<file path="src/rtl/pll_ctrl_pkg.sv">
// Shared types and divider-encoding helpers for the PLLVR dynamic-reconfiguration controller.
package pll_ctrl_pkg;

    typedef enum logic [2:0] {
        IDLE,
        APPLY,
        HOLD_RST,
        WAIT_LOCK,
        STABLE,
        ERROR
    } state_t;

    localparam logic [1:0] ERR_OK      = 2'd0;
    localparam logic [1:0] ERR_PARAM   = 2'd1;
    localparam logic [1:0] ERR_TIMEOUT = 2'd2;

    typedef struct packed {
        logic [5:0] idsel;
        logic [5:0] fbdsel;
        logic [5:0] odsel;
    } dsel_t;

    // PLL select inputs are the inverted (divider - 1) codes
    function automatic logic [5:0] enc_div(input logic [6:0] n);
        return ~(6'(n - 7'd1));
    endfunction

    function automatic logic [5:0] enc_odiv(input logic [7:0] n);
        return ~(6'((n >> 1) - 8'd1));
    endfunction

    function automatic logic param_valid(input logic [6:0] idiv, input logic [6:0] fbdiv,
                                         input logic [7:0] odiv);
        return (idiv != 7'd0) && (idiv <= 7'd64) &&
               (fbdiv != 7'd0) && (fbdiv <= 7'd64) &&
               !odiv[0] && (odiv != 8'd0) && (odiv <= 8'd128);
    endfunction

    function automatic dsel_t enc_cfg(input logic [6:0] idiv, input logic [6:0] fbdiv,
                                      input logic [7:0] odiv);
        return '{idsel: enc_div(idiv), fbdsel: enc_div(fbdiv), odsel: enc_odiv(odiv)};
    endfunction

endpackage

</file>
<file path="src/rtl/pll_lock_filter.sv">
// Synchronises the asynchronous PLL lock and counts consecutive high samples of it.
module pll_lock_filter #(
    parameter int unsigned LOCK_STABLE = 256
) (
    input  logic clk,
    input  logic rst,
    input  logic lock_async,
    input  logic clr,
    output logic lock_sync,
    output logic lock_stable
);

    localparam int unsigned CW = (LOCK_STABLE > 2) ? $clog2(LOCK_STABLE) : 1;

    logic          meta;
    logic [CW-1:0] cnt;

    // lock_stable rises on the LOCK_STABLE-th consecutive high sample; count saturates
    always_ff @(posedge clk) begin
        if (rst) begin
            meta        <= 1'b0;
            lock_sync   <= 1'b0;
            cnt         <= '0;
            lock_stable <= 1'b0;
        end else begin
            meta      <= lock_async;
            lock_sync <= meta;
            if (clr || !lock_sync) begin
                cnt         <= '0;
                lock_stable <= 1'b0;
            end else if (cnt < CW'(LOCK_STABLE - 1)) begin
                cnt         <= cnt + CW'(1);
                lock_stable <= 1'b0;
            end else begin
                lock_stable <= 1'b1;
            end
        end
    end

endmodule

</file>
<file path="src/rtl/pll_dyn_reconfig_ctrl.sv">
// Sequences PLLVR divider changes: validate, apply, hold reset, wait for lock, qualify, acknowledge.
module pll_dyn_reconfig_ctrl
    import pll_ctrl_pkg::*;
#(
    parameter int unsigned IDIV_DEF     = 9,
    parameter int unsigned FBDIV_DEF    = 20,
    parameter int unsigned ODIV_DEF     = 16,
    parameter int unsigned RST_CYCLES   = 16,
    parameter int unsigned LOCK_TIMEOUT = 27000,
    parameter int unsigned LOCK_STABLE  = 256,
    parameter int unsigned MAX_RETRY    = 3
) (
    input  logic       clkin,
    input  logic       rst,
    input  logic       req,
    input  logic [6:0] idiv,
    input  logic [6:0] fbdiv,
    input  logic [7:0] odiv,
    output logic       ack,
    output logic [1:0] err,
    output logic       busy,
    output logic       locked,
    output logic       lock_lost,
    input  logic       pll_lock,
    output logic       pll_reset,
    output logic [5:0] idsel,
    output logic [5:0] fbdsel,
    output logic [5:0] odsel
);

    localparam int unsigned RCW = (RST_CYCLES > 2) ? $clog2(RST_CYCLES) : 1;
    localparam int unsigned TCW = (LOCK_TIMEOUT > 2) ? $clog2(LOCK_TIMEOUT) : 1;
    localparam int unsigned RTW = (MAX_RETRY > 1) ? $clog2(MAX_RETRY + 1) : 1;

    localparam dsel_t DSEL_DEF = '{idsel:  enc_div(7'(IDIV_DEF)),
                                   fbdsel: enc_div(7'(FBDIV_DEF)),
                                   odsel:  enc_odiv(8'(ODIV_DEF))};

    state_t           state, state_d;
    dsel_t            dsel_q, dsel_d;
    logic [RCW-1:0]   rst_cnt, rst_cnt_d;
    logic [TCW-1:0]   to_cnt, to_cnt_d;
    logic [RTW-1:0]   retry, retry_d;
    logic             from_req, from_req_d;
    logic             ack_d, busy_d, locked_d, lock_lost_d, pll_reset_d;
    logic [1:0]       err_d;
    logic             lock_sync, lock_stable, lock_clr_c;

    // Stability count runs only while the FSM is looking for lock
    assign lock_clr_c = !((state == WAIT_LOCK) || (state == STABLE));

    pll_lock_filter #(
        .LOCK_STABLE(LOCK_STABLE)
    ) u_lock_filter (
        .clk        (clkin),
        .rst        (rst),
        .lock_async (pll_lock),
        .clr        (lock_clr_c),
        .lock_sync  (lock_sync),
        .lock_stable(lock_stable)
    );

    always_ff @(posedge clkin) begin
        if (rst) begin
            state     <= APPLY;
            dsel_q    <= DSEL_DEF;
            rst_cnt   <= '0;
            to_cnt    <= '0;
            retry     <= '0;
            from_req  <= 1'b0;
            ack       <= 1'b0;
            err       <= ERR_OK;
            busy      <= 1'b1;
            locked    <= 1'b0;
            lock_lost <= 1'b0;
            pll_reset <= 1'b1;
        end else begin
            state     <= state_d;
            dsel_q    <= dsel_d;
            rst_cnt   <= rst_cnt_d;
            to_cnt    <= to_cnt_d;
            retry     <= retry_d;
            from_req  <= from_req_d;
            ack       <= ack_d;
            err       <= err_d;
            busy      <= busy_d;
            locked    <= locked_d;
            lock_lost <= lock_lost_d;
            pll_reset <= pll_reset_d;
        end
    end

    always_comb begin
        state_d     = state;
        dsel_d      = dsel_q;
        rst_cnt_d   = rst_cnt;
        to_cnt_d    = to_cnt;
        retry_d     = retry;
        from_req_d  = from_req;
        ack_d       = 1'b0;
        err_d       = err;
        locked_d    = locked;
        lock_lost_d = lock_lost;
        pll_reset_d = pll_reset;

        case (state)
            IDLE, ERROR: begin
                if (req) begin
                    if (param_valid(idiv, fbdiv, odiv)) begin
                        state_d     = APPLY;
                        dsel_d      = enc_cfg(idiv, fbdiv, odiv);
                        from_req_d  = 1'b1;
                        retry_d     = '0;
                        lock_lost_d = 1'b0;
                        locked_d    = 1'b0;
                        pll_reset_d = 1'b1;
                    end else begin
                        ack_d = 1'b1;
                        err_d = ERR_PARAM;
                    end
                end else if ((state == IDLE) && locked && !lock_sync) begin
                    // Autonomous re-lock with the current dividers; nobody to acknowledge
                    state_d     = APPLY;
                    from_req_d  = 1'b0;
                    lock_lost_d = 1'b1;
                    locked_d    = 1'b0;
                    pll_reset_d = 1'b1;
                end
            end
            APPLY: begin
                state_d   = HOLD_RST;
                rst_cnt_d = RCW'(1);
                to_cnt_d  = '0;
            end
            HOLD_RST: begin
                if (rst_cnt >= RCW'(RST_CYCLES - 1)) begin
                    state_d     = WAIT_LOCK;
                    pll_reset_d = 1'b0;
                end else begin
                    rst_cnt_d = rst_cnt + RCW'(1);
                end
            end
            WAIT_LOCK: begin
                if (lock_sync) begin
                    state_d = STABLE;
                end else if (to_cnt >= TCW'(LOCK_TIMEOUT - 1)) begin
                    if (retry < RTW'(MAX_RETRY)) begin
                        retry_d     = retry + RTW'(1);
                        state_d     = APPLY;
                        pll_reset_d = 1'b1;
                    end else begin
                        state_d = ERROR;
                        if (from_req) begin
                            ack_d = 1'b1;
                            err_d = ERR_TIMEOUT;
                        end
                    end
                end else begin
                    to_cnt_d = to_cnt + TCW'(1);
                end
            end
            STABLE: begin
                // Timeout budget keeps running across a lock glitch
                if (!lock_sync) begin
                    state_d = WAIT_LOCK;
                end else if (lock_stable) begin
                    state_d  = IDLE;
                    locked_d = 1'b1;
                    retry_d  = '0;
                    if (from_req) begin
                        ack_d = 1'b1;
                        err_d = ERR_OK;
                    end
                end
            end
            default: state_d = IDLE;
        endcase

        busy_d = !((state_d == IDLE) || (state_d == ERROR));
    end

    assign idsel  = dsel_q.idsel;
    assign fbdsel = dsel_q.fbdsel;
    assign odsel  = dsel_q.odsel;

endmodule

</file>
<file path="config.mk">
export PLATFORM = sky130hd
export DESIGN_NAME = pll_dyn_reconfig_ctrl
export DESIGN_NICKNAME = d
export VERILOG_FILES = /design/src/rtl/pll_ctrl_pkg.sv /design/src/rtl/pll_lock_filter.sv /design/src/rtl/pll_dyn_reconfig_ctrl.sv
export SDC_FILE = /design/constraint.sdc
export NUM_CORES = 1
export LEC_CHECK = 0
export ABC_CLOCK_PERIOD_IN_PS = 3200
export BUFFER_PORTS_ARGS = -buffer_cell sky130_fd_sc_hd__buf_4
export CAP_MARGIN = 20
export CORE_UTILIZATION = 56
export DETAILED_ROUTE_END_ITERATION = 16
export PLACE_DENSITY = 0.79
export SLEW_MARGIN = 5
export SYNTH_ARGS = -nofsm -noshare
export SYNTH_HDL_FRONTEND = slang
export SYNTH_SLANG_ARGS = --single-unit
</file>
<file path="constraint.sdc">
create_clock -name clkin -period 3.2 [get_ports clkin]
set_clock_uncertainty 0.2 [all_clocks]
set_input_delay 0.64 -clock clkin [delete_from_list [all_inputs] [get_ports clkin]]
set_output_delay 0.64 -clock clkin [all_outputs]
set_load 0.005 [all_outputs]
</file>
Word level (Yosys, flattened, before mapping)

Cells that the tools add are included.

Add/sub/neg operators: 7
Reduce and logical (&&, ||, !) cells: 36
Mux-type cells: 59
Bitwise logic cells: 3
Eq/ne operators: 23
Magnitude comparators: 7

Operators with widths:

| kind                                                       | number |
|---|---|
| two-way mux 2 bit                                          | 16 |
| two-way mux 15 bit                                         | 2 |
| one-hot mux 15 bit (2 select lines)                        | 1 |
| two-way mux 3 bit                                          | 9 |
| two-way mux 1 bit                                          | 23 |
| != test 2 bit (second input constant)                      | 10 |
| NOT 6 bit                                                  | 3 |
| subtractor 6 x 1 -> 6 bit (second input constant)          | 3 |
| adder 15 x 1 -> 15 bit (second input constant)             | 1 |
| greater-or-equal comparator 15 bit (second input constant) | 1 |
| one-hot mux 3 bit (5 select lines)                         | 1 |
| <= comparator 7 bit (second input constant)                | 2 |
| nonzero test 7 bit                                         | 2 |
| one-hot mux 2 bit (3 select lines)                         | 2 |
| != test 2 x 1 -> 1 bit (second input constant)             | 5 |
| AND reduction 10 bit                                       | 1 |
| equality test 3 bit (second input constant)                | 3 |
| AND reduction 3 bit                                        | 3 |
| adder 8 x 1 -> 8 bit (second input constant)               | 1 |
| <= comparator 8 bit (second input constant)                | 1 |
| logical AND 1 bit                                          | 8 |
| < comparator 8 bit (second input constant)                 | 1 |
| one-hot mux 4 bit (2 select lines)                         | 1 |
| AND reduction 8 bit                                        | 1 |
| other kinds (20)                                           | 34 |

Bits of input ports: 26
Register bits: 61
Logic and storage cells: 153

Longest topological paths before layout

Gate-level depths: netlist (run 1).

Depth after elaboration: 13
Mapped depth: 9
Gate-level depth less buffers: 8

Cells and area by module

A second synthesis (run 1) with hierarchy kept.

Cells, all modules: 376
Area total of the unflattened synthesis: 3218.1 um^2

Modules (own cells, without submodules):

| module                | times used | area an instance (um^2) | cells an instance |
|---|---|---|---|
| pll_dyn_reconfig_ctrl | 1          | 2726.4                  | 323 |
| pll_lock_filter       | 1          | 491.7                   | 53 |

Worst setup path before layout (run 1)

Ideal clock, no wire load.

Path type: input -> register
From: input port fbdiv[0]
To: register dsel_q (netlist bit idsel[4])
Stages: 8
Required time: 2880 ps
Path slack: 381 ps
Data arrival time: 2500 ps
Cell sequence: inv_1 -> ha_1 -> or3b_4 -> o31a_1 -> a2111oi_4 -> nand4_4 -> buf_6 -> a211o_1

Cells in the longest elaborated chain, start to end: 7
Elaborated cells between the ends (all ways): 8
Classes of those cells: order compare: 1; reduce/logical: 7

RTL lines:

| what                                                        | RTL line                    | text |
|---|---|---|
| start: declaration                                          | pll_dyn_reconfig_ctrl.sv:17 | `input logic [6:0] fbdiv,` |
| branches (longest 2 deep; another with <= comparator 7 bit) | n/a                         |  |
| logical AND 1 bit (*) (2 in a row)                          | pll_ctrl_pkg.sv:35          | `(fbdiv != 7'd0) && (fbdiv <= 7'd64) &&` |
| logical AND 1 bit (*) (2 in a row)                          | pll_ctrl_pkg.sv:36          | `!odiv[0] && (odiv != 8'd0) && (odiv <= 8'd128);` |
| AND reduction 3 bit (no line) (*)                           | n/a                         |  |
| end signal: assignment                                      | pll_dyn_reconfig_ctrl.sv:79 | `dsel_q <= dsel_d;` |
| end: declaration                                            | pll_dyn_reconfig_ctrl.sv:40 | `dsel_t dsel_q, dsel_d;` |

Every way passes the cells marked *.
A chain may end at the register's enable or synchronous reset.

Final worst setup path (run 1)

From: input port fbdiv[0]
To: register busy

Cells in the longest elaborated chain, start to end: 12
Elaborated cells between the ends (all ways): 14
Classes of those cells: order compare: 1; eq/ne: 1; mux: 3; reduce/logical: 9

RTL lines:

| what                                                        | RTL line                     | text |
|---|---|---|
| branches (longest 2 deep; another with <= comparator 7 bit) | n/a                          |  |
| logical AND 1 bit (*) (2 in a row)                          | pll_ctrl_pkg.sv:35           |  |
| logical AND 1 bit (*) (2 in a row)                          | pll_ctrl_pkg.sv:36           |  |
| two-way mux 3 bit (*)                                       | pll_dyn_reconfig_ctrl.sv:109 | `if (param_valid(idiv, fbdiv, odiv)) begin` |
| two-way mux 3 bit (*)                                       | pll_dyn_reconfig_ctrl.sv:108 | `if (req) begin` |
| one-hot mux 3 bit (5 select lines) (*)                      | pll_dyn_reconfig_ctrl.sv:106 | `case (state)` |
| equality test 3 bit or logical NOT 3 bit (tied branches)    | pll_dyn_reconfig_ctrl.sv:179 | `busy_d = !((state_d == IDLE) \|\| (state_d == ERROR));` |
| logical OR 1 bit (*)                                        | pll_dyn_reconfig_ctrl.sv:179 |  |
| logical NOT 1 bit (*)                                       | pll_dyn_reconfig_ctrl.sv:179 |  |
| end signal: assignment                                      | pll_dyn_reconfig_ctrl.sv:86  | `busy <= busy_d;` |
| end: declaration                                            | pll_dyn_reconfig_ctrl.sv:21  | `output logic busy,` |

Marked as above.

==> results of run 1 <==
==> stage by stage <==
stage | cell area, um2 | hold WS [ns] | cells | utilization
2_1_floorplan | 3060 | 0.214 | 351 | -
3_3_place_gp | 3470 | 0.225 | 456 | 0.672
3_5_place_dp | 3470 | 0.224 | 456 | 0.672
4_1_cts | 3660 | 0.240 | 472 | 0.709
5_1_grt | 3660 | 0.261 | 472 | 0.709
6_report | 3660 | 0.240 | 472 | 0.709
==> placed cells by master, fill, tap and decap left out, drive strengths merged, types with 2 or more instances in the layout <==
| cell | instances |
|---|---|
| nor2 | 47 |
| xor2 | 13 |
| a211o | 12 |
| and2 | 2 |
| nand4 | 9 |
| dfxtp | 61 |
| inv | 12 |
| o31a | 2 |
| and3b | 2 |
| or4 | 7 |
| clkbuf | 11 |
| and3 | 7 |
| o211ai | 4 |
| and4b | 3 |
| ha | 7 |
| xnor2 | 10 |
| a21oi | 21 |
| nor3 | 13 |
| o31ai | 7 |
| nand2b | 4 |
| mux2i | 8 |
| buf | 53 |
| nor3b | 3 |
| nor2b | 8 |
| clkinv | 4 |
| nand2 | 19 |
| nand3 | 14 |
| a31o | 2 |
| a21o | 4 |
| o21ai | 7 |
| or2 | 2 |
| or3 | 4 |
| a2111oi | 4 |
| a211oi | 4 |
==> worst max-delay path by stage <==
stage	startpoint	to	cells past startpoint
6_report	fbdiv[0]	busy	9
5_1_grt	idiv[0]	fbdsel[3]	9
4_1_cts	fbdiv[0]	busy	9
3_5_place_dp	fbdiv[0]	odsel[3]	9
3_3_place_gp	fbdiv[0]	fbdsel[2]	9
2_1_floorplan	fbdiv[0]	idsel[4]	8
==> cell families (layout without fill, tap and decap cells) <==
logic type / after synthesis / count (layout) / synth area share
adders and majority gates: 7 / 7 / 0.0286
DFF: 61 / 61 / 0.399
AOI/OAI and AO/OA: 73 / 73 / 0.174
and+or+nand+nor: 149 / 149 / 0.264
buffers and inverters: 30 / 81 / 0.0425
xor gates and xnor gates: 23 / 23 / 0.0658
muxes: 8 / 8 / 0.0262
==> layer usage <==
| metal | vias to the layer above | share of wire |
|---|---|---|
| met4 | 0 | 0.011 |
| met5 | - | 0 |
| met2 | 43 | 0.48 |
| li1 | 1353 | - |
| met1 | 1248 | 0.47 |
| met3 | 8 | 0.039 |
==> power by group through the flow <==
stage	clock network (mW)	logic, mW	registers (mW)
after floorplan	0	0.116	0.802
after global placement	0	0.169	0.812
after detailed placement	0	0.172	0.813
after CTS	0.680	0.173	0.796
after global routing	0.717	0.191	0.799
final	0.666	0.172	0.796
==> synth_stat cells (all sizes together), types with 7 or more instances <==
library cell,count,area [um2]
a211o,12,105
nor2,47,176
xnor2,10,87.6
nand3,14,70.1
and3,7,43.8
inv,12,45.0
clkbuf,14,52.6
nor3,13,75.1
xor2,13,114
nand4,9,71.3
dfxtp,61,1220
or4,7,52.6
nand2,19,71.3
o31ai,7,52.6
a21oi,21,105
o21ai,7,35.0
mux2i,8,80.1
nor2b,8,50.1
ha,7,87.6
==> worst reg2reg max path, stage by stage (launching register included) <==
cell and delay, ns:
sky130_fd_sc_hd__dfxtp_1 0.36, sky130_fd_sc_hd__ha_1 0.24, sky130_fd_sc_hd__a21o_1 0.15, sky130_fd_sc_hd__a21oi_1 0.23, sky130_fd_sc_hd__o211ai_2 0.23, sky130_fd_sc_hd__a21o_1 0.39
sky130_fd_sc_hd__or4_1 0.55, sky130_fd_sc_hd__a21oi_1 0.15
==> cell type report <==
class / count / area [um2]
inverter: 12 / 45.0
clock buffer: 11 / 141
tap: 70 / 87.6
fill: 415 / 1510
multi-input combinational: 260 / 1710
sequential: 61 / 1220
clock inverter: 5 / 50.0
timing repair buffer: 53 / 410
==> sequential cells by signal (all words and copies together), names as in the netlist, 2 cells and up <==
signal,count
err,2
fbdsel,6
idsel,6
odsel,6
retry,2
rst_cnt,4
state,3
to_cnt,15
u_lock_filter.cnt,8
==> qor_table.md, run 1 <==
| Parameter | This run | Unit |
|---|---|---|
| Max stage delay cell, worst path | sky130_fd_sc_hd__a2111oi_4 | - |
| Launching element type of the critical path | primary input | - |
| Largest net degree at the start of global routing | 38 | - |
| Number of search-and-repair iterations in the first detailed-routing pass | 4 | - |
| Number of antenna violations at the first check in global routing | 0 | - |
| Routed WL | 6300 | um |
| Fin. Hold Viols | 0 | - |
| Switching pwr | 406 | uW |
| Remaining Overflow, GRT | 0 | - |
| Crit path required time | 3.26 | ns |
| Top Family by Delay on Critical Path | compound AO/OA/AOI/OAI gates | - |
| Measured slew at the worst slew-check pin | 0.530 | ns |
| Number of cells on the worst reg-to-reg path | 7 | - |
| Core box area | 5170 | um2 |
| Static leakage | 1.47 | nW |
| IO Port Bufs | 50 | - |
| Switching fraction of total power | 0.248 | - |
| Post-Synthesis Cell Area | 3060 | um2 |
| Layout Area Growth over Synthesis | 19.7 | % |
| Share of flip-flops with an asynchronous set or reset after synthesis | 0 | - |
| Synthesis-stage register bit count | 61 | - |
| Fraction of layout cells with a size suffix above 1 | 0.201 | - |
| Hold Path Depth | 1 | - |
| Number of design-rule violations left by the first detailed-router iteration | 138 | - |
| Syn. warnings | 0 | - |
| Post-CTS Resized | 0 | - |
| RSZ-0062 raised after global routing | false | - |
| Gpl congestion | 0.841 | - |
| Wire length per cell | 13.3 | um |
| Worst path buffer plus inverter count | 2 | - |
| Tightest slew margin relative to the limit | 0.637 | - |
| Number of levels in the clock H-tree | 3 | - |
| Power per cell area | 446 | nW/um2 |
| Unique cell type count in the Yosys netlist | 49 | - |
| Gate Count Post-Synth | 351 | - |
| Starting density of the core | 0.592 | - |
| Biggest cell delay along the critical path | 0.42 | ns |
| TritonCTS clock tree | yes | - |
| Met3 Usage GRT | 0.0807 | - |
| TritonCTS Buffers | 9 | - |
| Hold Crit Endpoint | u_lock_filter.lock_sync | - |
| Final setup viols | 0 | - |
| Type of the worst min-delay path | reg -> reg | - |
| Die width | 75.9 | um |
| Number of nets with antenna violations after detailed routing | 0 | - |
| Bufs on Longest Clock Path | 2 | - |
| Pre-CTS WS | 0.0987 | ns |
| Worst Path Max Fanout | 4 | - |
| Outcome | finished clean | - |
| DIE AREA | 5760 | um2 |
| Count of antenna diodes in the layout | 0 | - |
| EDFF count, synth | 0 | - |
| Logic gate share of total power | 0.105 | - |
| NumNets Final | 430 | - |
| Total global-route track usage | 0.236 | - |
| Post-CTS Hold Fix Bufs | 0 | - |
| Mapped Avg Cell Area | 8.72 | um2 |
| Final Max Tran Viols | 0 | - |
| Row count | 26 | - |
| Peak ir drop on the vdd network | 0.368 | mV |
| Min cycle time layout | 2.74 | ns |
| Die Height | 75.9 | um |
| Cells along the critical path | buf_4, inv_1, ha_1, or3b_4, o31a_1, a2111oi_4, nand3_1, a211o_1, o211ai_2 | - |
| Number of buffers inserted by post-CTS setup repair | 0 | - |
| Share of power burned in the clock network | 0.408 | - |
| Worst R2R Start | to_cnt[0] | - |
| I/O pin cnt | 51 | - |
| Met1 demand-to-capacity share in global routing | 0.279 | - |
| Clk sink count | 61 | - |
| Setup tns final | 0 | ns |
| Number of max-cap violations | 0 | - |
| Fmax achieved | 0.365 | GHz |
| Count of vias placed by the detailed router | 2652 | - |
| Share of the cycle needed by the critical path after routing | 0.857 | - |
| Sort of element at the end of the critical path | flop | - |
| Post-CTS clock slew at the launch and capture registers of the worst setup and hold paths | 0.07 | ns |
| First-pass GRT wire length | 11100 | um |
| Sequential group share of total power | 0.487 | - |
| Slack of the critical path | 0.458 | ns |
| Number of design rule violations left after detail routing | 0 | - |
| Sequential cell area fraction in the yosys report | 0.399 | - |
| Syn nets | 384 | - |
| Worst min-delay path startpoint | u_lock_filter.meta | - |
| Post-layout total power | 1.63 | mW |
| GRT busiest layer | met2 | - |
| Root buf cell | sky130_fd_sc_hd__clkbuf_8 | - |
| Via count of the first global-routing pass | 2517 | - |
| Reg-to-Reg End | to_cnt[13] | - |
| Half-perimeter wire length of the detailed placement result | 4530 | um |
| Critical path class | in -> reg | - |
| Vias per std cell | 5.62 | - |
| Dominant synthesized flop cell | sky130_fd_sc_hd__dfxtp_1 | - |
| Internal portion of total power | 1.23 | mW |
| Setup slack of the worst register-to-register path | 0.63 | ns |
| Worst-skew pair later-pin latency | 0.34 | ns |
| Arrival time reported for the critical path endpoint | 2.80 | ns |
| Met2 demand-to-capacity share in global routing | 0.392 | - |
Power figures use the tool's default switching activity.
==> inputs of run 2 (changes only) <==
Settings changed: ABC_AREA set to 1, CORE_UTILIZATION 56 to 57, PLACE_DENSITY 0.79 to 0.8.
==> run 2 against run 1 <==
  * Sequential share of layout area is 2.4 points lower
  * Power is 9.1% higher
  * Via count is 23% higher
  * Clock-buffer cell count is 2 higher
  * Flip-flop and latch count stayed put
  * Maximum frequency is 14% higher
  * Final area is 7.9% higher
  * Clock power is 7.5% higher
  * Wire length is 23% higher
  * Non-clock buffer count is 1 lower
  * Highest routed layer unchanged
==> qor_table.md, run 2 <==
| Parameter | This run | Unit | vs previous |
|---|---|---|---|
| GRT busiest layer | met2 | - | unchanged |
| EDFF count, synth | 0 | - | unchanged |
| Arrival time reported for the critical path endpoint | 2.41 | ns | was 2.80 ns |
| Tightest slew margin relative to the limit | 0.547 | - | was 0.637 |
| Logic gate share of total power | 0.147 | - | was 0.105 |
| Min cycle time layout | 2.40 | ns | was 2.74 ns |
| Highest-count cells in the layout ignoring fill and taps | 96 x sky130_fd_sc_hd__nand2_1, 61 x sky130_fd_sc_hd__dfxtp_1, 60 x sky130_fd_sc_hd__nor2_1, 52 x sky130_fd_sc_hd__buf_4, 49 x sky130_fd_sc_hd__inv_1 | - | was 61 x sky130_fd_sc_hd__dfxtp_1, 52 x sky130_fd_sc_hd__buf_4, 47 x sky130_fd_sc_hd__nor2_1, 21 x sky130_fd_sc_hd__a21oi_1, 19 x sky130_fd_sc_hd__nand2_1 |
| Post-synth top area cell | sky130_fd_sc_hd__dfxtp_1 | - | unchanged |
| Number of flip-flops in the largest register | 15 | - | unchanged |
| Power per cell area | 451 | nW/um2 | was 446 nW/um2 |
| Static leakage | 1.69 | nW | was 1.47 nW |
| Core box area | 5570 | um2 | was 5170 um2 |
| Main area contributors after synthesis | sky130_fd_sc_hd__dfxtp_1 37%, sky130_fd_sc_hd__nand2_1 11%, sky130_fd_sc_hd__nand3_1 6.9% | - | was sky130_fd_sc_hd__dfxtp_1 40%, sky130_fd_sc_hd__nor2_1 5.8%, sky130_fd_sc_hd__xor2_1 3.7% |
| IO Port Bufs | 50 | - | unchanged |
| Switching pwr | 481 | uW | was 406 uW |
| Largest register by flop count | to_cnt | - | unchanged |
| Number of design rule violations left after detail routing | 0 | - | unchanged |
| TritonCTS Buffers | 9 | - | unchanged |
| I/O pin cnt | 51 | - | unchanged |
| Largest net degree at the start of global routing | 41 | - | was 38 |
| Leading post-synthesis cells by instance count | 96 x sky130_fd_sc_hd__nand2_1, 61 x sky130_fd_sc_hd__dfxtp_1, 60 x sky130_fd_sc_hd__nor2_1, 49 x sky130_fd_sc_hd__inv_1, 46 x sky130_fd_sc_hd__nand3_1 | - | was 61 x sky130_fd_sc_hd__dfxtp_1, 47 x sky130_fd_sc_hd__nor2_1, 21 x sky130_fd_sc_hd__a21oi_1, 19 x sky130_fd_sc_hd__nand2_1 |
| Remaining Overflow, GRT | 0 | - | unchanged |
| Count of vias placed by the detailed router | 3272 | - | was 2652 |
| Largest registers | to_cnt x15, u_lock_filter.cnt x8 | - | unchanged |
| Worst-skew pair later-pin latency | 0.33 | ns | was 0.34 ns |
| Fraction of layout cells with a size suffix above 1 | 0.168 | - | was 0.201 |
| TritonCTS clock tree | yes | - | unchanged |
| Final Max Tran Viols | 0 | - | unchanged |
| Wire length per cell | 12.9 | um | was 13.3 um |
| Syn nets | 509 | - | was 384 |
| Type of the worst min-delay path | reg -> reg | - | unchanged |
| RSZ-0062 raised after global routing | false | - | unchanged |
| Fmax achieved | 0.416 | GHz | was 0.365 GHz |
| Starting density of the core | 0.596 | - | was 0.592 |
| Switching fraction of total power | 0.270 | - | was 0.248 |
| Number of nets with antenna violations after detailed routing | 0 | - | unchanged |
| Share of the cycle needed by the critical path after routing | 0.751 | - | was 0.857 |
| Number of antenna violations at the first check in global routing | 0 | - | unchanged |
| Gpl congestion | 0.915 | - | was 0.841 |
| Post-CTS Hold Fix Bufs | 0 | - | unchanged |
| Unique cell type count in the Yosys netlist | 37 | - | was 49 |
| Count of antenna diodes in the layout | 0 | - | unchanged |
| Mapped Avg Cell Area | 6.98 | um2 | was 8.72 um2 |
| Met3 Usage GRT | 0.0453 | - | was 0.0807 |
| Post-CTS clock slew at the launch and capture registers of the worst setup and hold paths | 0.07 | ns | about the same |
| Row count | 27 | - | was 26 |
| Routed WL | 7750 | um | was 6300 um |
| Post-CTS Resized | 0 | - | unchanged |
| Critical path class | in -> reg | - | unchanged |
| Final setup viols | 0 | - | unchanged |
| Share of Yosys cell area claimed by the top area cell type | 0.368 | - | was 0.399 |
| Worst Path Max Fanout | 21 | - | was 4 |
| Gate Count Post-Synth | 476 | - | was 351 |
| Dominant synthesized flop cell | sky130_fd_sc_hd__dfxtp_1 | - | unchanged |
| Layout Area Growth over Synthesis | 19.0 | % | was 19.7% |
| Sort of element at the end of the critical path | flop | - | unchanged |
| Measured slew at the worst slew-check pin | 0.676 | ns | was 0.530 ns |
| Number of buffers inserted by post-CTS setup repair | 0 | - | unchanged |
| Peak ir drop on the vdd network | 0.332 | mV | was 0.368 mV |
| Internal portion of total power | 1.30 | mW | was 1.23 mW |
| Half-perimeter wire length of the detailed placement result | 5460 | um | was 4530 um |
| Number of max-cap violations | 0 | - | unchanged |
| Die Height | 78.3 | um | was 75.9 um |
| Slack of the critical path | 0.798 | ns | was 0.458 ns |
| Number of search-and-repair iterations in the first detailed-routing pass | 4 | - | unchanged |
| DIE AREA | 6140 | um2 | was 5760 um2 |
| First-pass GRT wire length | 13000 | um | was 11100 um |
| Pre-CTS WS | 0.455 | ns | was 0.0987 ns |
| Die width | 78.3 | um | was 75.9 um |
| Met1 demand-to-capacity share in global routing | 0.337 | - | was 0.279 |
| Launching element type of the critical path | primary input | - | unchanged |
| Bufs on Longest Clock Path | 2 | - | unchanged |
| Outcome | finished clean | - | unchanged |
| Number of levels in the clock H-tree | 3 | - | unchanged |
| Most common library cell in the layout ignoring fill and taps | sky130_fd_sc_hd__nand2_1 | - | was sky130_fd_sc_hd__dfxtp_1 |
| Fin. Hold Viols | 0 | - | unchanged |
| Total global-route track usage | 0.265 | - | was 0.236 |
| Setup tns final | 0 | ns | unchanged |
| Number of design-rule violations left by the first detailed-router iteration | 171 | - | was 138 |
| Clk sink count | 61 | - | unchanged |
| Synthesis-stage register bit count | 61 | - | unchanged |
| Sequential cell area fraction in the yosys report | 0.368 | - | was 0.399 |
| Vias per std cell | 5.43 | - | was 5.62 |
| Crit path required time | 3.21 | ns | was 3.26 ns |
| Via count of the first global-routing pass | 3005 | - | was 2517 |
| Syn. warnings | 0 | - | unchanged |
| Worst hold-check slack | 0.208 | ns | was 0.240 ns |
| Most common cell in the synthesized netlist | sky130_fd_sc_hd__nand2_1 | - | was sky130_fd_sc_hd__dfxtp_1 |
| Root buf cell | sky130_fd_sc_hd__clkbuf_8 | - | unchanged |
| NumNets Final | 559 | - | was 430 |
| Share of flip-flops with an asynchronous set or reset after synthesis | 0 | - | unchanged |
| Post-Synthesis Cell Area | 3320 | um2 | was 3060 um2 |
| Met2 demand-to-capacity share in global routing | 0.442 | - | was 0.392 |
| Share of power burned in the clock network | 0.402 | - | was 0.408 |
| Sequential group share of total power | 0.452 | - | was 0.487 |
-- run 2: final cells by class --
type	count	area (um2)
clock inverter	3	42.5
clock buffer	13	169
fill	477	1620
sequential	61	1220
timing repair buffer	52	390
tap	72	90.1
inverter	51	191
multi-input combinational	351	1850
-- run 2: metal layers --
metal,up-vias,wire length [um]
li1,1679,-
met1,1495,3660
met2,84,3660
met3,14,327
met4,0,104
met5,-,0
-- run 2: cells by family after synthesis --
family,synth area share
flip-flops,0.368
adder cells (fa/ha/maj),0.0264
AND/OR/NAND/NOR,0.347
buffers and inverters,0.0757
XOR/XNOR,0.0580
AO/OA/AOI/OAI,0.126
-- run 2: worst max-delay path, cell delays in order --
cell and delay [ns]:
sky130_fd_sc_hd__buf_4 0.08, sky130_fd_sc_hd__inv_1 0.06, sky130_fd_sc_hd__ha_1 0.23, sky130_fd_sc_hd__and2_1 0.19, sky130_fd_sc_hd__nand2_1 0.06, sky130_fd_sc_hd__nand2_1 0.08
sky130_fd_sc_hd__nor2_4 0.23, sky130_fd_sc_hd__nand3_2 0.49, sky130_fd_sc_hd__a21oi_1 0.27, sky130_fd_sc_hd__o21ai_0 0.09
-- run 2: power by group through the flow --
| stage | Clock (mW) | Combinational [mW] | Sequential [mW] |
|---|---|---|---|
| finish | 0.716 | 0.262 | 0.806 |
| global route | 0.758 | 0.291 | 0.808 |
| CTS | 0.724 | 0.261 | 0.805 |
| detailed placement | 0 | 0.259 | 0.822 |
| global placement | 0 | 0.252 | 0.821 |
| floorplan | 0 | 0.173 | 0.818 |
-- run 2: worst paths after layout --
kind	endpoint	start	slack [ns]	depth (start not counted)
worst min-delay path	u_lock_filter.lock_sync	u_lock_filter.meta	0.21	2
worst min register to register	u_lock_filter.lock_sync	u_lock_filter.meta	0.21	2
worst max-delay path	odsel[3]	idiv[0]	0.80	10
worst max register to register	to_cnt[10]	state[1]	0.86	6
-- run 2: through the flow --
stage	util	total power, mW	instances	instance area (um2)
after floorplan	-	0.992	476	3320
after global placement	0.671	1.07	587	3740
after detailed placement	0.671	1.08	587	3740
after CTS	0.709	1.79	603	3950
after global routing	0.709	1.86	603	3950
final	0.709	1.78	603	3950
==> inputs of run 3 (changes only) <==
Settings changed: ABC_CLOCK_PERIOD_IN_PS 3200 to 2500.
Clock period 3.2 ns to 2.5 ns, I/O delays scaled along.
==> run 3 against run 2 <==
  * First-iteration DRC count increased by 12%
  * Largest cell class unchanged
  * Largest power group unchanged
  * Die area unchanged
  * Final area increased by 0.66%
  * Critical endpoint is now lock_lost
==> qor_table.md, run 3 (synthesis results as in run 2) <==
| Parameter | This run | Unit | vs previous |
|---|---|---|---|
| Outcome | finished clean | - | unchanged |
| Core box area | 5570 | um2 | unchanged |
| Worst-skew pair later-pin latency | 0.34 | ns | was 0.33 ns |
| Root buf cell | sky130_fd_sc_hd__clkbuf_8 | - | unchanged |
| Post-CTS Hold Fix Bufs | 0 | - | unchanged |
| Max stage delay cell, worst path | sky130_fd_sc_hd__nand4_2 | - | was sky130_fd_sc_hd__nand3_2 |
| Largest registers | to_cnt x15, u_lock_filter.cnt x8 | - | unchanged |
| First-pass GRT wire length | 13400 | um | was 13000 um |
| Largest register by flop count | to_cnt | - | unchanged |
| Peak ir drop on the vdd network | 0.503 | mV | was 0.332 mV |
| Arrival time reported for the critical path endpoint | 2.07 | ns | was 2.41 ns |
| Number of design rule violations left after detail routing | 0 | - | unchanged |
| Sequential standard cell area | 1220 | um2 | unchanged |
| Number of placed instances with taps included | 593 | - | was 587 |
| TritonCTS clock tree | yes | - | unchanged |
| NumNets Final | 565 | - | was 559 |
| Final Max Tran Viols | 0 | - | unchanged |
| Worst R2R Start | state[1] | - | unchanged |
| Total global-route track usage | 0.278 | - | was 0.265 |
| Die Height | 78.3 | um | unchanged |
| Layout Area Growth over Synthesis | 19.8 | % | was 19.0% |
| Setup tns final | 0 | ns | unchanged |
| Top Family by Delay on Critical Path | simple AND/OR/NAND/NOR gates | - | unchanged |
| Tightest slew margin relative to the limit | 0.676 | - | was 0.547 |
| Number of levels in the clock H-tree | 3 | - | unchanged |
| DIE AREA | 6140 | um2 | unchanged |
| Starting density of the core | 0.596 | - | unchanged |
| Half-perimeter wire length of the detailed placement result | 5550 | um | was 5460 um |
| Largest net degree at the start of global routing | 41 | - | unchanged |
| Critical path startpoint | idiv[0] | - | unchanged |
| Final setup viols | 0 | - | unchanged |
| Fin. Hold Viols | 0 | - | unchanged |
| Total area of multi-input combinational cells | 1850 | um2 | unchanged |
| Worst min-delay path startpoint | pll_lock | - | was u_lock_filter.meta |
| Type of the worst min-delay path | in -> reg | - | was reg -> reg |
| Sort of element at the end of the critical path | flop | - | unchanged |
| Setup slack of the worst register-to-register path | 0.48 | ns | was 0.86 ns |
| Critical path class | in -> reg | - | unchanged |
| Vias per std cell | 5.37 | - | was 5.43 |
| Remaining Overflow, GRT | 0 | - | unchanged |
| I/O pin cnt | 51 | - | unchanged |
| Share of the cycle needed by the critical path after routing | 0.816 | - |  |
| Final core area utilization | 0.714 | - | was 0.709 |
| TritonCTS Buffers | 9 | - | unchanged |
| Min cycle time layout | 2.04 | ns |  |
| Crit path required time | 2.53 | ns | was 3.21 ns |
| Measured slew at the worst slew-check pin | 0.487 | ns | was 0.676 ns |
| Routed WL | 7720 | um | was 7750 um |
| Wire length per cell | 12.7 | um | was 12.9 um |
| Final std cells w/o fill | 609 | - | was 603 |
| Count of antenna diodes in the layout | 0 | - | unchanged |
| Number of buffers inserted by post-CTS setup repair | 0 | - | unchanged |
| Row count | 27 | - | unchanged |
| Number of search-and-repair iterations in the first detailed-routing pass | 4 | - | unchanged |
| Worst Path Max Fanout | 13 | - | was 21 |
| Number of nets with antenna violations after detailed routing | 0 | - | unchanged |
| Fmax achieved | 0.490 | GHz |  |
| Worst path buffer plus inverter count | 3 | - | was 2 |
| IO Port Bufs | 50 | - | unchanged |
| Fill cell total of the finished layout | 495 | - | was 477 |
| Cells along the critical path | buf_4, inv_1, ha_1, and2_1, nand2_1, nand2_1, nor2_4, nand4_2, o211ai_1, inv_1 | - | was buf_4, inv_1, ha_1, and2_1, nand2_1, nand2_1, nor2_4, nand3_2, a21oi_1, o21ai_0 |
| Number of max-cap violations | 0 | - | unchanged |
| Fraction of layout cells with a size suffix above 1 | 0.175 | - | was 0.168 |
| Most common library cell in the layout ignoring fill and taps | sky130_fd_sc_hd__nand2_1 | - | unchanged |
| RSZ-0062 raised after global routing | false | - | unchanged |
| Number of antenna violations at the first check in global routing | 0 | - | unchanged |
| Post-CTS clock slew at the launch and capture registers of the worst setup and hold paths | 0.07 | ns | about the same |
| Highest-count cells in the layout ignoring fill and taps | 96 x sky130_fd_sc_hd__nand2_1, 61 x sky130_fd_sc_hd__dfxtp_1, 60 x sky130_fd_sc_hd__nor2_1, 58 x sky130_fd_sc_hd__buf_4, 49 x sky130_fd_sc_hd__inv_1 | - | was 96 x sky130_fd_sc_hd__nand2_1, 61 x sky130_fd_sc_hd__dfxtp_1, 60 x sky130_fd_sc_hd__nor2_1, 52 x sky130_fd_sc_hd__buf_4, 49 x sky130_fd_sc_hd__inv_1 |
| Power per cell area | 564 | nW/um2 | was 451 nW/um2 |
| Number of design-rule violations left by the first detailed-router iteration | 192 | - | was 171 |
| Die width | 78.3 | um | unchanged |
| Count of vias placed by the detailed router | 3271 | - | was 3272 |
| Static leakage | 1.71 | nW | was 1.69 nW |
| Biggest cell delay along the critical path | 0.37 | ns | was 0.49 ns |
| Launching element type of the critical path | primary input | - | unchanged |
| Gpl congestion | 0.889 | - | was 0.915 |
| Number of flip-flops in the largest register | 15 | - | unchanged |
| Post-CTS Resized | 0 | - | unchanged |
| Via count of the first global-routing pass | 3126 | - | was 3005 |
| Bufs on Longest Clock Path | 2 | - | unchanged |
| Clk sink count | 61 | - | unchanged |
run 3: final cells by class:
cell class	instances	share of cell area
Multi-Input combinational cell	351	0.465
Inverter	51	0.0481
Timing Repair Buffer	58	0.109
Clock inverter	4	0.0119
Clock buffer	12	0.0365
Tap cell	72	0.0226
Sequential cell	61	0.307
run 3: metal layers:
layer	global-route usage	wire (um)
met4	0.126	128
met3	0.0663	389
met5	0	0
met1	0.325	3410
met2	0.480	3790
run 3: power by group:
group          switching [mW]  total [mW]  internal [mW]
Sequential             0.0288        1.03           1.00
Combinational           0.211       0.341          0.130
Clock                   0.385       0.870          0.485
run 3: per-stage QoR:
step	total power [mW]	hold slack [ns]	instance area, um2	worst slack [ns]
CTS	2.26	0.152	3980	0.445
floorplan	1.27	0.188	3320	0.465
finish	2.24	0.162	3980	0.461
detailed placement	1.39	0.204	3790	0.0889
global placement	1.38	0.192	3790	0.170
global route	2.35	0.162	3980	0.284
run 3: worst register-to-register path: stages, from the launching register on:
cell,delay (ns)
sky130_fd_sc_hd__dfxtp_1,0.36
sky130_fd_sc_hd__nor2_1,0.24
sky130_fd_sc_hd__nand2_1,0.13
sky130_fd_sc_hd__a21oi_2,0.40
sky130_fd_sc_hd__nand3_2,0.14
sky130_fd_sc_hd__buf_4,0.21
sky130_fd_sc_hd__a21oi_1,0.13
sky130_fd_sc_hd__o21ai_0,0.09
run 3: path summary, 6_finish.rpt:
kind	to	depth (start not counted)
min reg2reg	u_lock_filter.lock_sync	2
max	lock_lost	10
max reg2reg	odsel[3]	7
min	u_lock_filter.meta	3
